==> config.mk <==
export PLATFORM = sky130hd
export DESIGN_NAME = risc_control_fsm_flat
export DESIGN_NICKNAME = d
export VERILOG_FILES = /design/src/rtl/risc_control_fsm_if.sv /design/src/rtl/risc_control_fsm.sv /design/src/flat_wrapper.sv
export SDC_FILE = /design/constraint.sdc
export NUM_CORES = 1
export LEC_CHECK = 0
export CAP_MARGIN = 20
export CORE_MARGIN = 1.5
export CORE_UTILIZATION = 42
export DETAILED_ROUTE_END_ITERATION = 16
export GPL_ROUTABILITY_DRIVEN = 0
export PLACE_DENSITY = 0.83
export RECOVER_POWER = 50
export SLEW_MARGIN = 20
export SYNTH_ARGS = -nofsm -noshare
export SYNTH_HDL_FRONTEND = slang
export SYNTH_SLANG_ARGS = --single-unit
==> constraint.sdc <==
create_clock -name clk_i -period 3.5 [get_ports clk_i]
set_clock_uncertainty 0.15 [all_clocks]
set_input_delay 0.525 -clock clk_i [delete_from_list [all_inputs] [get_ports clk_i]]
set_output_delay 0.525 -clock clk_i [all_outputs]
set_load 0.005 [all_outputs]
==> src/rtl/risc_control_fsm_if.sv <==
// risc_control_fsm_if: control-unit bus; master = control unit (drives *_o), slave = datapath/memory side (drives instr_i, mem_ready_i, zero_i)
interface risc_control_fsm_if;
  logic [15:0] instr_i;
  logic        mem_ready_i;
  logic        zero_i;
  logic [15:0] ir_o;
  logic        mem_req_o;
  logic        mem_we_o;
  logic        addr_sel_o;
  logic        ir_load_o;
  logic        pc_write_o;
  logic [1:0]  pc_src_o;
  logic [3:0]  alu_control_o;
  logic        alu_src_b_o;
  logic        reg_write_o;
  logic        wb_sel_o;
  logic        halted_o;
  logic [2:0]  state_o;
  modport master (
    input  instr_i, mem_ready_i, zero_i,
    output ir_o, mem_req_o, mem_we_o, addr_sel_o, ir_load_o, pc_write_o, pc_src_o,
           alu_control_o, alu_src_b_o, reg_write_o, wb_sel_o, halted_o, state_o
  );
  modport slave (
    output instr_i, mem_ready_i, zero_i,
    input  ir_o, mem_req_o, mem_we_o, addr_sel_o, ir_load_o, pc_write_o, pc_src_o,
           alu_control_o, alu_src_b_o, reg_write_o, wb_sel_o, halted_o, state_o
  );
endinterface

==> src/rtl/risc_control_fsm.sv <==
// risc_control_fsm: multi-cycle FETCH/DECODE/EXEC/MEM/WB control unit; ports clk_i, reset_i (async high) and bus (master: memory handshake, IR, PC/ALU/regfile strobes, halted, state)
module risc_control_fsm (
  input  logic                       clk_i,
  input  logic                       reset_i,
  risc_control_fsm_if.master         bus
);
  typedef enum logic [2:0] {
    FETCH  = 3'd0,
    DECODE = 3'd1,
    EXEC   = 3'd2,
    MEM    = 3'd3,
    WB     = 3'd4,
    HALT   = 3'd5
  } state_t;
  state_t      state_q, state_d;
  logic [15:0] ir_q;
  logic [3:0]  op;
  logic        is_alu, is_imm, is_ld, is_st, rdy;
  logic        mem_req, mem_we, addr_sel, ir_load, pc_write, alu_src_b, reg_write, wb_sel, halted;
  logic [1:0]  pc_src;
  logic [3:0]  alu_control;
  assign op     = ir_q[15:12];
  assign is_alu = op <= 4'h8;
  assign is_ld  = op == 4'hA;
  assign is_st  = op == 4'hB;
  assign is_imm = op == 4'h9 || is_ld || is_st;
  assign rdy    = bus.mem_ready_i;
  always_ff @(posedge clk_i or posedge reset_i) begin
    if (reset_i) begin
      state_q <= FETCH;
      ir_q    <= '0;
    end else begin
      state_q <= state_d;
      if (ir_load) ir_q <= bus.instr_i;
    end
  end
  always_comb begin
    state_d     = FETCH;
    mem_req     = 1'b0;
    mem_we      = 1'b0;
    addr_sel    = 1'b0;
    ir_load     = 1'b0;
    pc_write    = 1'b0;
    pc_src      = 2'b00;
    alu_control = 4'h0;
    alu_src_b   = 1'b0;
    reg_write   = 1'b0;
    wb_sel      = 1'b0;
    halted      = 1'b0;
    case (state_q)
      FETCH: begin
        mem_req  = 1'b1;
        ir_load  = rdy;
        pc_write = rdy;
        state_d  = rdy ? DECODE : FETCH;
      end
      DECODE: state_d = EXEC;
      EXEC: begin
        alu_control = is_alu ? op : (op == 4'hC ? 4'h1 : 4'h0);
        alu_src_b   = is_imm;
        pc_write    = op == 4'hD || (op == 4'hC && bus.zero_i);
        pc_src      = op == 4'hD ? 2'b10 : (op == 4'hC && bus.zero_i ? 2'b01 : 2'b00);
        state_d     = (is_alu || op == 4'h9) ? WB : (is_ld || is_st) ? MEM : op == 4'hF ? HALT : FETCH;
      end
      MEM: begin
        mem_req   = 1'b1;
        addr_sel  = 1'b1;
        alu_src_b = 1'b1;
        mem_we    = is_st;
        state_d   = !rdy ? MEM : is_st ? FETCH : WB;
      end
      WB: begin
        reg_write   = 1'b1;
        wb_sel      = is_ld;
        alu_control = is_alu ? op : 4'h0;
        alu_src_b   = is_imm;
      end
      HALT: begin
        halted  = 1'b1;
        state_d = HALT;
      end
      default: state_d = FETCH;
    endcase
  end
  assign bus.ir_o          = ir_q;
  assign bus.mem_req_o     = mem_req & ~reset_i;
  assign bus.mem_we_o      = mem_we & ~reset_i;
  assign bus.addr_sel_o    = addr_sel & ~reset_i;
  assign bus.ir_load_o     = ir_load & ~reset_i;
  assign bus.pc_write_o    = pc_write & ~reset_i;
  assign bus.pc_src_o      = reset_i ? 2'b00 : pc_src;
  assign bus.alu_control_o = reset_i ? 4'h0 : alu_control;
  assign bus.alu_src_b_o   = alu_src_b & ~reset_i;
  assign bus.reg_write_o   = reg_write & ~reset_i;
  assign bus.wb_sel_o      = wb_sel & ~reset_i;
  assign bus.halted_o      = halted & ~reset_i;
  assign bus.state_o       = reset_i ? 3'd0 : state_q;
endmodule

==> src/flat_wrapper.sv <==
// flat-port wrapper written by rule: the top's interface ports become plain ports
module risc_control_fsm_flat 
  (clk_i, reset_i, bus_instr_i, bus_mem_ready_i, bus_zero_i, bus_ir_o, bus_mem_req_o, bus_mem_we_o, bus_addr_sel_o, bus_ir_load_o, bus_pc_write_o, bus_pc_src_o, bus_alu_control_o, bus_alu_src_b_o, bus_reg_write_o, bus_wb_sel_o, bus_halted_o, bus_state_o);
  risc_control_fsm_if bus_i ();
  input  logic clk_i;
  input  logic reset_i;
  input wire logic [$bits(bus_i.instr_i)-1:0] bus_instr_i;
  input wire logic [$bits(bus_i.mem_ready_i)-1:0] bus_mem_ready_i;
  input wire logic [$bits(bus_i.zero_i)-1:0] bus_zero_i;
  output wire logic [$bits(bus_i.ir_o)-1:0] bus_ir_o;
  output wire logic [$bits(bus_i.mem_req_o)-1:0] bus_mem_req_o;
  output wire logic [$bits(bus_i.mem_we_o)-1:0] bus_mem_we_o;
  output wire logic [$bits(bus_i.addr_sel_o)-1:0] bus_addr_sel_o;
  output wire logic [$bits(bus_i.ir_load_o)-1:0] bus_ir_load_o;
  output wire logic [$bits(bus_i.pc_write_o)-1:0] bus_pc_write_o;
  output wire logic [$bits(bus_i.pc_src_o)-1:0] bus_pc_src_o;
  output wire logic [$bits(bus_i.alu_control_o)-1:0] bus_alu_control_o;
  output wire logic [$bits(bus_i.alu_src_b_o)-1:0] bus_alu_src_b_o;
  output wire logic [$bits(bus_i.reg_write_o)-1:0] bus_reg_write_o;
  output wire logic [$bits(bus_i.wb_sel_o)-1:0] bus_wb_sel_o;
  output wire logic [$bits(bus_i.halted_o)-1:0] bus_halted_o;
  output wire logic [$bits(bus_i.state_o)-1:0] bus_state_o;
  assign bus_i.instr_i = bus_instr_i;
  assign bus_i.mem_ready_i = bus_mem_ready_i;
  assign bus_i.zero_i = bus_zero_i;
  assign bus_ir_o = bus_i.ir_o;
  assign bus_mem_req_o = bus_i.mem_req_o;
  assign bus_mem_we_o = bus_i.mem_we_o;
  assign bus_addr_sel_o = bus_i.addr_sel_o;
  assign bus_ir_load_o = bus_i.ir_load_o;
  assign bus_pc_write_o = bus_i.pc_write_o;
  assign bus_pc_src_o = bus_i.pc_src_o;
  assign bus_alu_control_o = bus_i.alu_control_o;
  assign bus_alu_src_b_o = bus_i.alu_src_b_o;
  assign bus_reg_write_o = bus_i.reg_write_o;
  assign bus_wb_sel_o = bus_i.wb_sel_o;
  assign bus_halted_o = bus_i.halted_o;
  assign bus_state_o = bus_i.state_o;
  risc_control_fsm u_core (.clk_i(clk_i), .reset_i(reset_i), .bus(bus_i));
endmodule
* After elaboration in Yosys (flattened, before gate mapping) *
Cells that the tools add are included.

word-level totals
  word-level logic and storage cells = 59
  memory bits (read-only) = 0
  memories kept = 0
  bits of input ports = 20
  flip-flop bits (word level) = 19
  RAM bits = 0
  bits in latches = 0

operators by class
  shift operators = 0
  order comparisons = 1
  bitwise logic cells = 10
  multiply operators = 0
  muxes and demuxes = 26
  reductions and logical operators = 9
  equal/unequal tests = 11
  add/subtract/negate cells = 0
  div/mod/pow operators = 0

operator list
  operator                                              number
  equality test 4 bit (second input constant)           6
  2-to-1 mux 3 bit                                      6
  case mux 3 bit (5 select lines)                       1
  2-to-1 mux 4 bit                                      3
  2-to-1 mux 1 bit                                      10
  AND 1 bit                                             9
  case mux 4 bit (2 select lines)                       1
  equality test 3 x 2 -> 1 bit (second input constant)  2
  equality test 3 bit (second input constant)           2
  2-to-1 mux 2 bit                                      3
  logical OR 1 bit                                      5
  <= comparator 4 bit (second input constant)           1
  case mux 1 bit (2 select lines)                       2
  OR reduction 2 bit                                    2
  equality test 3 x 1 -> 1 bit (second input constant)  1
  zero test 3 bit                                       1
  logical AND 1 bit                                     1
  NOT 1 bit                                             1

* Longest topological paths before layout *
Gate-level depths: netlist of run 1.

  depth in word-level cells = 6
  depth in mapped cells = 5
  gate-level depth less buffers = 3

* Worst setup path after synthesis of run 1 *
OpenSTA, ideal clock, no wires.

  kind = input-to-output
  start point = in bus_mem_ready_i
  end point = out bus_pc_write_o
  stages on the path = 5
  data required time = 2825 ps
  path slack = 1571 ps
  data arrival time = 1254 ps
  buffers on the path = 2
  path through = nor4b_2 buf_4 buf_12 o31ai_1 a21oi_2

on the way
  longest elaborated chain between the ends = 2

RTL lines
  element                          RTL line                text
  from (decl)                      flat_wrapper.sv:8       input wire logic [$bits(bus_i.mem_ready_i)-1:0] bus_mem_ready_i;
  case mux 1 bit (2 select lines)  risc_control_fsm.sv:50  case (state_q)
  AND 1 bit                        risc_control_fsm.sv:90  assign bus.pc_write_o = pc_write & ~reset_i;
  to (decl)                        flat_wrapper.sv:15      output wire logic [$bits(bus_i.pc_write_o)-1:0] bus_pc_write_o;

No other way between the ends.

* Worst setup path in the final report of run 1 *
  start point = in reset_i
  end point = out bus_alu_src_b_o

on the way
  longest elaborated chain between the ends = 2

RTL lines
  element      RTL line                text
  from (decl)  flat_wrapper.sv:6       input logic reset_i;
  NOT 1 bit    risc_control_fsm.sv:93  assign bus.alu_src_b_o = alu_src_b & ~reset_i;
  AND 1 bit    risc_control_fsm.sv:93
  to (decl)    flat_wrapper.sv:18      output wire logic [$bits(bus_i.alu_src_b_o)-1:0] bus_alu_src_b_o;

No other way between the ends.

==> results of run 1 <==
[cells by family (layout without fill, tap and decap cells)]
group	Yosys count	count (layout)	synth area share, %
DFF	19	19	44.29
muxes	15	15	17.83
and+or+nand+nor	36	36	21.21
AOI/OAI and AO/OA	13	13	8.741
xor gates and xnor gates	1	1	0.8160
buffers and inverters	14	64	7.109
[worst register-to-register path, stage by stage (launching register included)]
cell      delay (ns)
dfrtp_1         0.55
nor4b_4         0.40
clkbuf_1        0.32
mux2_2          0.37
[final cells by class]
type,count,share of cell area [%]
Inverter,5,1.151
Tap cell,30,2.302
Multi-Input combinational cell,65,32.54
Clock buffer,4,1.612
Timing Repair Buffer,55,33.23
Sequential cell,19,29.16
[state kept, by name, summed over array words and instances (netlist names)]
register,flops
u_core.state_q,3
u_core.bus.ir_o,16
[how the worst max path moves through the flow]
stage                                      end
final                          bus_alu_src_b_o
after global routing      bus_alu_control_o[3]
after CTS                      bus_alu_src_b_o
after detailed placement       bus_alu_src_b_o
after global placement          bus_pc_write_o
after floorplan                 bus_pc_write_o
[metal layers]
metal	vias to the layer above	track usage (%)	part of all wire, %
li1	450	-	-
met1	431	22.85	39
met2	64	32.30	47
met3	4	5.000	12
met4	0	9.402	1.5
met5	-	0	0
[power groups by stage]
| stage | clock network (mW) | logic (mW) | registers [mW] |
|---|---|---|---|
| finish | 0.106 | 0.585 | 0.477 |
| CTS | 0.112 | 0.623 | 0.478 |
| floorplan | 0 | 0.382 | 0.405 |
| global route | 0.123 | 0.636 | 0.499 |
| detailed placement | 0 | 0.620 | 0.480 |
| global placement | 0 | 0.603 | 0.472 |
[metrics by stage]
| step | hold WS [ns] | instances | cell area (µm²) |
|---|---|---|---|
| finish | 0.3609 | 178 | 1630 |
| global route | 0.3944 | 178 | 1630 |
| global placement | 0.3396 | 174 | 1608 |
| floorplan | 0.3553 | 98 | 1074 |
| detailed placement | 0.3418 | 174 | 1608 |
| CTS | 0.3764 | 178 | 1634 |
[cells in the final DEF, fill, tap and decap left out, types with 2 or more instances in the layout]
cell             Yosys  routed
and2_1               3       3
clkdlybuf4s50_1      0      39
nand4_1              3       3
dlygate4sd3_1        0      14
nand2_1              4       4
and2b_1              2       2
inv_1                5       5
clkbuf_1             4       2
mux2_4               6       6
nor3b_1              3       3
nor3_1               4       4
a41oi_1              2       2
nor2b_1              4       4
o21ai_0              2       2
dfrtp_1             19      19
mux2_2               9       9
nand2b_1             2       2
clkbuf_4             0       3
o31ai_1              3       3
nor2_1               3       3
nor4_1               2       2
==> key figures, run 1 <==
Logic synthesis
  – Post-synth EDFFs: 0
  – Sequential-to-total area share from yosys stat: 44.29%
  – Largest cells by area after synthesis: dfrtp_1 (44%), mux2_2 (9.4%), mux2_4 (8.4%), nor2b_1 (2.3%), nor3b_1 (2.1%)
  – Cell taking the most area after synthesis: dfrtp_1
  – Syn nets: 118
  – Netlist Area Pre-Place: 1074 µm²
  – Count leader, synth: dfrtp_1
  – Asr flop ratio synth: 100.0%
  – Synth top area share: 44.29%
  – Mean post-synth cell area: 10.95 µm²
  – Seq cells post-synth: 19
  – Synth Warn #: 0
  – Cells after synthesis: 98
  – Yosys cell types: 34
  – Synth cell count leaders: dfrtp_1 (19), mux2_2 (9), mux2_4 (6), inv_1 (5)
  – Top_reg_cell synth: dfrtp_1

Setup path
  – Top delay family on crit path: buffers and inverters
  – Worst-path maximum fanout: 9
  – Crit. End Element: output port
  – Crit-path slowest cell: dlygate4sd3_1
  – Worst-path cell chain: dlygate4sd3_1, nor2_1, o21ai_2, o31ai_1, clkdlybuf4s50_1
  – Crit Reg-Reg Endpoint: u_core.bus.ir_o[12]
  – R2R depth: 3
  – Slowest cell delay on critical path: 0.66 ns
  – Req. time, crit path: 2.82 ns
  – CP Launch Point: reset_i
  – CP Launch Type: primary input
  – FF-to-FF setup slack: 1.61 ns
  – Crit Path Class: primary input to output port
  – Worst path bufs/invs: 2
  – Crit. path cell count: 5
  – RR Startpoint: u_core.state_q[0]
  – CP arrival: 2.29 ns

Pwr
  – Int Power: 0.7576 mW
  – Switching portion of total power: 35.13%
  – Psw: 0.4103 mW
  – Clock Power Share: 9.1%
  – Sequential power share: 40.8%
  – Worst VDD drop: 0.0004769 V
  – Power density over the cells: 716.4 nW/µm²
  – Power consumption: 1.168 mW
  – Combinational share of power: 50.1%
  – Pleak: 0.6553 nW

Drt
  – Post-detailed-route wirelength per cell: 13.85 µm
  – Vias/cell: 5.331
  – Pre-Repair DR Iteration Count: 4
  – Vias: 949
  – Drt drc: 0
  – DRT antenna net count: 0
  – Iter 0 DRT Violations: 13
  – Total wire length: 2465 µm

Timing
  – RSZ-0062 raised after global routing: no
  – Slew Viols, Final: 0
  – Worst-Margin Slew: 0.6988 ns
  – Fin crit share: 84.75%
  – Final hold vios: 0
  – Setup_tns: 0 ns
  – Min Tclk post-route: 2.966 ns
  – Relative slew margins: 53.36%
  – Final WS setup: 0.5337 ns
  – Achievable Freq: 337.1 MHz
  – Final setup violation count: 0

Clock network
  – # clock sinks: 19
  – Root Buffer: clkbuf_4
  – # H-tree levels: 1
  – CTS buffer count: 3
  – Clock buffer depth: 2
  – Post-CTS Resized: 0
  – Worst-Skew Late Latency: 0.29 ns
  – Post-CTS Repair Setup Buffers: 0
  – Worst-path clk slew: 0.09 ns
  – CTS tree: built
  – CTS Hold Buffers Added: 0

Outcome
  – Outcome: complete, no violations

Min path
  – Worst min path class: flip-flop to flip-flop
  – Hold Path Origin: u_core.bus.ir_o[8]
  – End of the worst hold path: u_core.bus.ir_o[8]
  – Hold path depth: 1

Finish
  – Diodes inserted: 0
  – Area added between synthesis and finish: 51.86%
  – Footprint of the multi-input gates: 530.5 µm²
  – Fillers: 201
  – Share of layout cells above drive strength 1: 15.54%
  – Final Util: 66.41%
  – Final nets: 169
  – Sequential Area: 475.5 µm²

Floorplan
  – Die Footprint: 2868 µm²
  – Die Ht: 53.56 µm
  – Core Area: 2455 µm²
  – Row cnt: 18
  – Die width: 53.56 µm
  – IO Pins: 54
  – Initial Utilization: 43.73%

Global routing
  – Largest net degree at the start of global routing: 20
  – Gr usage total: 19.27%
  – Global-route wire length before repair: 3967 µm
  – GRT overflow: 0
  – Initial antenna violation count: 0
  – Vias in the first global route: 873

Placement
  – IO buf count: 53
  – Dpl hpwl: 1902 µm
  – Post-Place Setup Slack: 0.6210 ns

Run
  – Max-Cap Viols: 0
No activity file was read; power rests on OpenSTA's default activity.
==> run 2: changes to the inputs <==
--- a/config.mk
+++ b/config.mk
@@ -7,10 +7,10 @@
 export LEC_CHECK = 0
 export CAP_MARGIN = 20
 export CORE_MARGIN = 1.5
-export CORE_UTILIZATION = 42
+export CORE_UTILIZATION = 36
 export DETAILED_ROUTE_END_ITERATION = 16
 export GPL_ROUTABILITY_DRIVEN = 0
-export PLACE_DENSITY = 0.83
+export PLACE_DENSITY = 0.75
 export RECOVER_POWER = 50
 export SLEW_MARGIN = 20
 export SYNTH_ARGS = -nofsm -noshare
==> constraint.sdc (replaced) <==
create_clock -name clk_i -period 2.38 [get_ports clk_i]
set_clock_uncertainty 0.15 [all_clocks]
set_input_delay 0.357 -clock clk_i [delete_from_list [all_inputs] [get_ports clk_i]]
set_output_delay 0.357 -clock clk_i [all_outputs]
set_load 0.005 [all_outputs]
==> run 2 against run 1 <==
  * Hold slack improved by 0.0080 ns
  * Critical path depth unchanged
  * Worst setup slack got worse by 0.47 ns
  * Highest routed layer unchanged
==> key figures, run 2 (same netlist as run 1, synthesis figures left out) <==
Outcome
  – Outcome: complete, no violations

Finish
  – Final Non-Filler Cells: 197
  – Share of layout cells above drive strength 1: 34.34%
  – Area added between synthesis and finish: 68.65%
  – Most frequent cells in the layout: clkdlybuf4s50_1 (43), buf_4 (18), dfrtp_1 (17)
  – Diodes inserted: 0
  – Final nets: 187
  – Max FFs per register: 16
  – Commonest non-fill, non-tap cell in the layout: clkdlybuf4s50_1
  – Fillers: 241

Setup path
  – CP arrival: 1.81 ns
  – Crit Path Class: flip-flop to output port
  – Worst-path maximum fanout: 5
  – Crit. End Element: output port
  – Req. time, crit path: 1.87 ns
  – CP Launch Type: flip-flop

Placement
  – IO buf count: 53
  – Post-Place Setup Slack: -0.1474 ns
  – Placed Cells: 182
  – Dpl hpwl: 2146 µm

Timing
  – Achievable Freq: 432.3 MHz
  – Final WS setup: 0.06665 ns
  – Final hold vios: 0
  – Worst-Margin Slew: 0.7079 ns
  – Fin crit share: 97.20%
  – WHS: 0.3690 ns
  – RSZ-0062 raised after global routing: yes
  – Slew Viols, Final: 0
  – Min Tclk post-route: 2.313 ns
  – Relative slew margins: 52.76%
  – Final setup violation count: 0

Clock network
  – Clock buffer depth: 2
  – CTS tree: built
  – CTS buffer count: 3
  – # H-tree levels: 1
  – Root Buffer: clkbuf_4
  – Worst-Skew Late Latency: 0.31 ns
  – Worst-path clk slew: 0.12 ns
  – # clock sinks: 19

Drt
  – Vias/cell: 5.198
  – Vias: 1,024
  – Iter 0 DRT Violations: 40
  – Total wire length: 3000 µm
  – Pre-Repair DR Iteration Count: 4
  – Post-detailed-route wirelength per cell: 15.23 µm
  – DRT antenna net count: 0
  – Drt drc: 0

Pwr
  – Worst VDD drop: 0.0007932 V
  – Pleak: 0.7997 nW
  – Power density over the cells: 1093 nW/µm²

Floorplan
  – Die Footprint: 3318 µm²
  – Row cnt: 19
  – Die width: 57.61 µm
  – Core Area: 2781 µm²
  – Initial Utilization: 38.60%
  – Die Ht: 57.61 µm
  – IO Pins: 54

Run
  – Max-Cap Viols: 0

Global routing
  – Vias in the first global route: 1,032
  – Largest net degree at the start of global routing: 20
  – Initial antenna violation count: 0
  – Global-route wire length before repair: 4761 µm
  – Gr usage total: 18.74%
  – GRT overflow: 0

Min path
  – Worst min path class: flip-flop to flip-flop
[run 2: cell types whose count changed in the layout (fill, tap and decap cells not counted), sizes merged]
cell | previous run | this run
buf | 1 | 19
dlygate4sd3 | 14 | 0
dlygate4sd2 | 0 | 7
clkdlybuf4s50 | 39 | 43
clkbuf | 5 | 6
clkinv | 0 | 1
dlymetal6s2s | 0 | 1
[run 2: worst max-delay path, stage by stage, from the launching register on]
cell           delay, ns
dfrtp_2             0.46
buf_4               0.16
and2b_2             0.24
and2_4              0.17
and4bb_2            0.21
dlygate4sd2_1       0.26
[run 2: power by group]
group | internal, mW | leakage, nW | switching [mW]
clock | 0.0628 | 0.0177 | 0.104
sequential | 0.484 | 0.224 | 0.113
combinational | 0.739 | 0.558 | 0.475
[run 2: timing repair]
action                     CTS  global route
setup buffers                9             2
gates resized for setup     16            14
setup endpoints to repair   11             6
pin swaps                    4             2
hold buffers                 0             0
[run 2: worst paths after layout]
check	start	end	slack, ns	cells after the start
hold / removal	u_core.bus.ir_o[8]	u_core.bus.ir_o[8]	0.37	1
setup / recovery	u_core.state_q[2]	bus_wb_sel_o	0.07	5
hold reg to reg	u_core.bus.ir_o[8]	u_core.bus.ir_o[8]	0.37	1
setup reg to reg	u_core.state_q[2]	u_core.bus.ir_o[7]	0.39	5
min in group asynchronous	reset_i	u_core.bus.ir_o[3]	0.47	3
max in group asynchronous	reset_i	u_core.state_q[1]	1.10	3
[run 2: routing by layer]
layer	share of wire [%]	wire [µm]	GRT usage, %
met1	41	1236	23.50
met2	49	1478	31.49
met3	8.0	240	4.082
met4	1.5	44	6.977
met5	0	0	0
[run 2: metrics by stage]
stage	utilization (%)	setup TNS [ns]	power, mW	cell area [µm²]
2_1_floorplan	-	0	1.158	1074
5_1_grt	65.09	-0.02227	2.116	1810
6_report	65.09	0	1.978	1810
3_3_place_gp	59.74	-0.2772	1.651	1662
4_1_cts	63.43	0	1.928	1764
3_5_place_dp	59.74	-0.5297	1.697	1662
[run 2: cell type report]
class                   count  area, µm²  share of cell area (%)
flip-flops and latches     19      478.0                   26.40
multi-input cells          65      583.1                   32.20
repair buffers             73      664.4                   36.70
inverters                   5      18.77                   1.037
clock buffers               3      22.52                   1.244
clock inverters             1      5.005                  0.2764
well taps                  31      38.79                   2.142
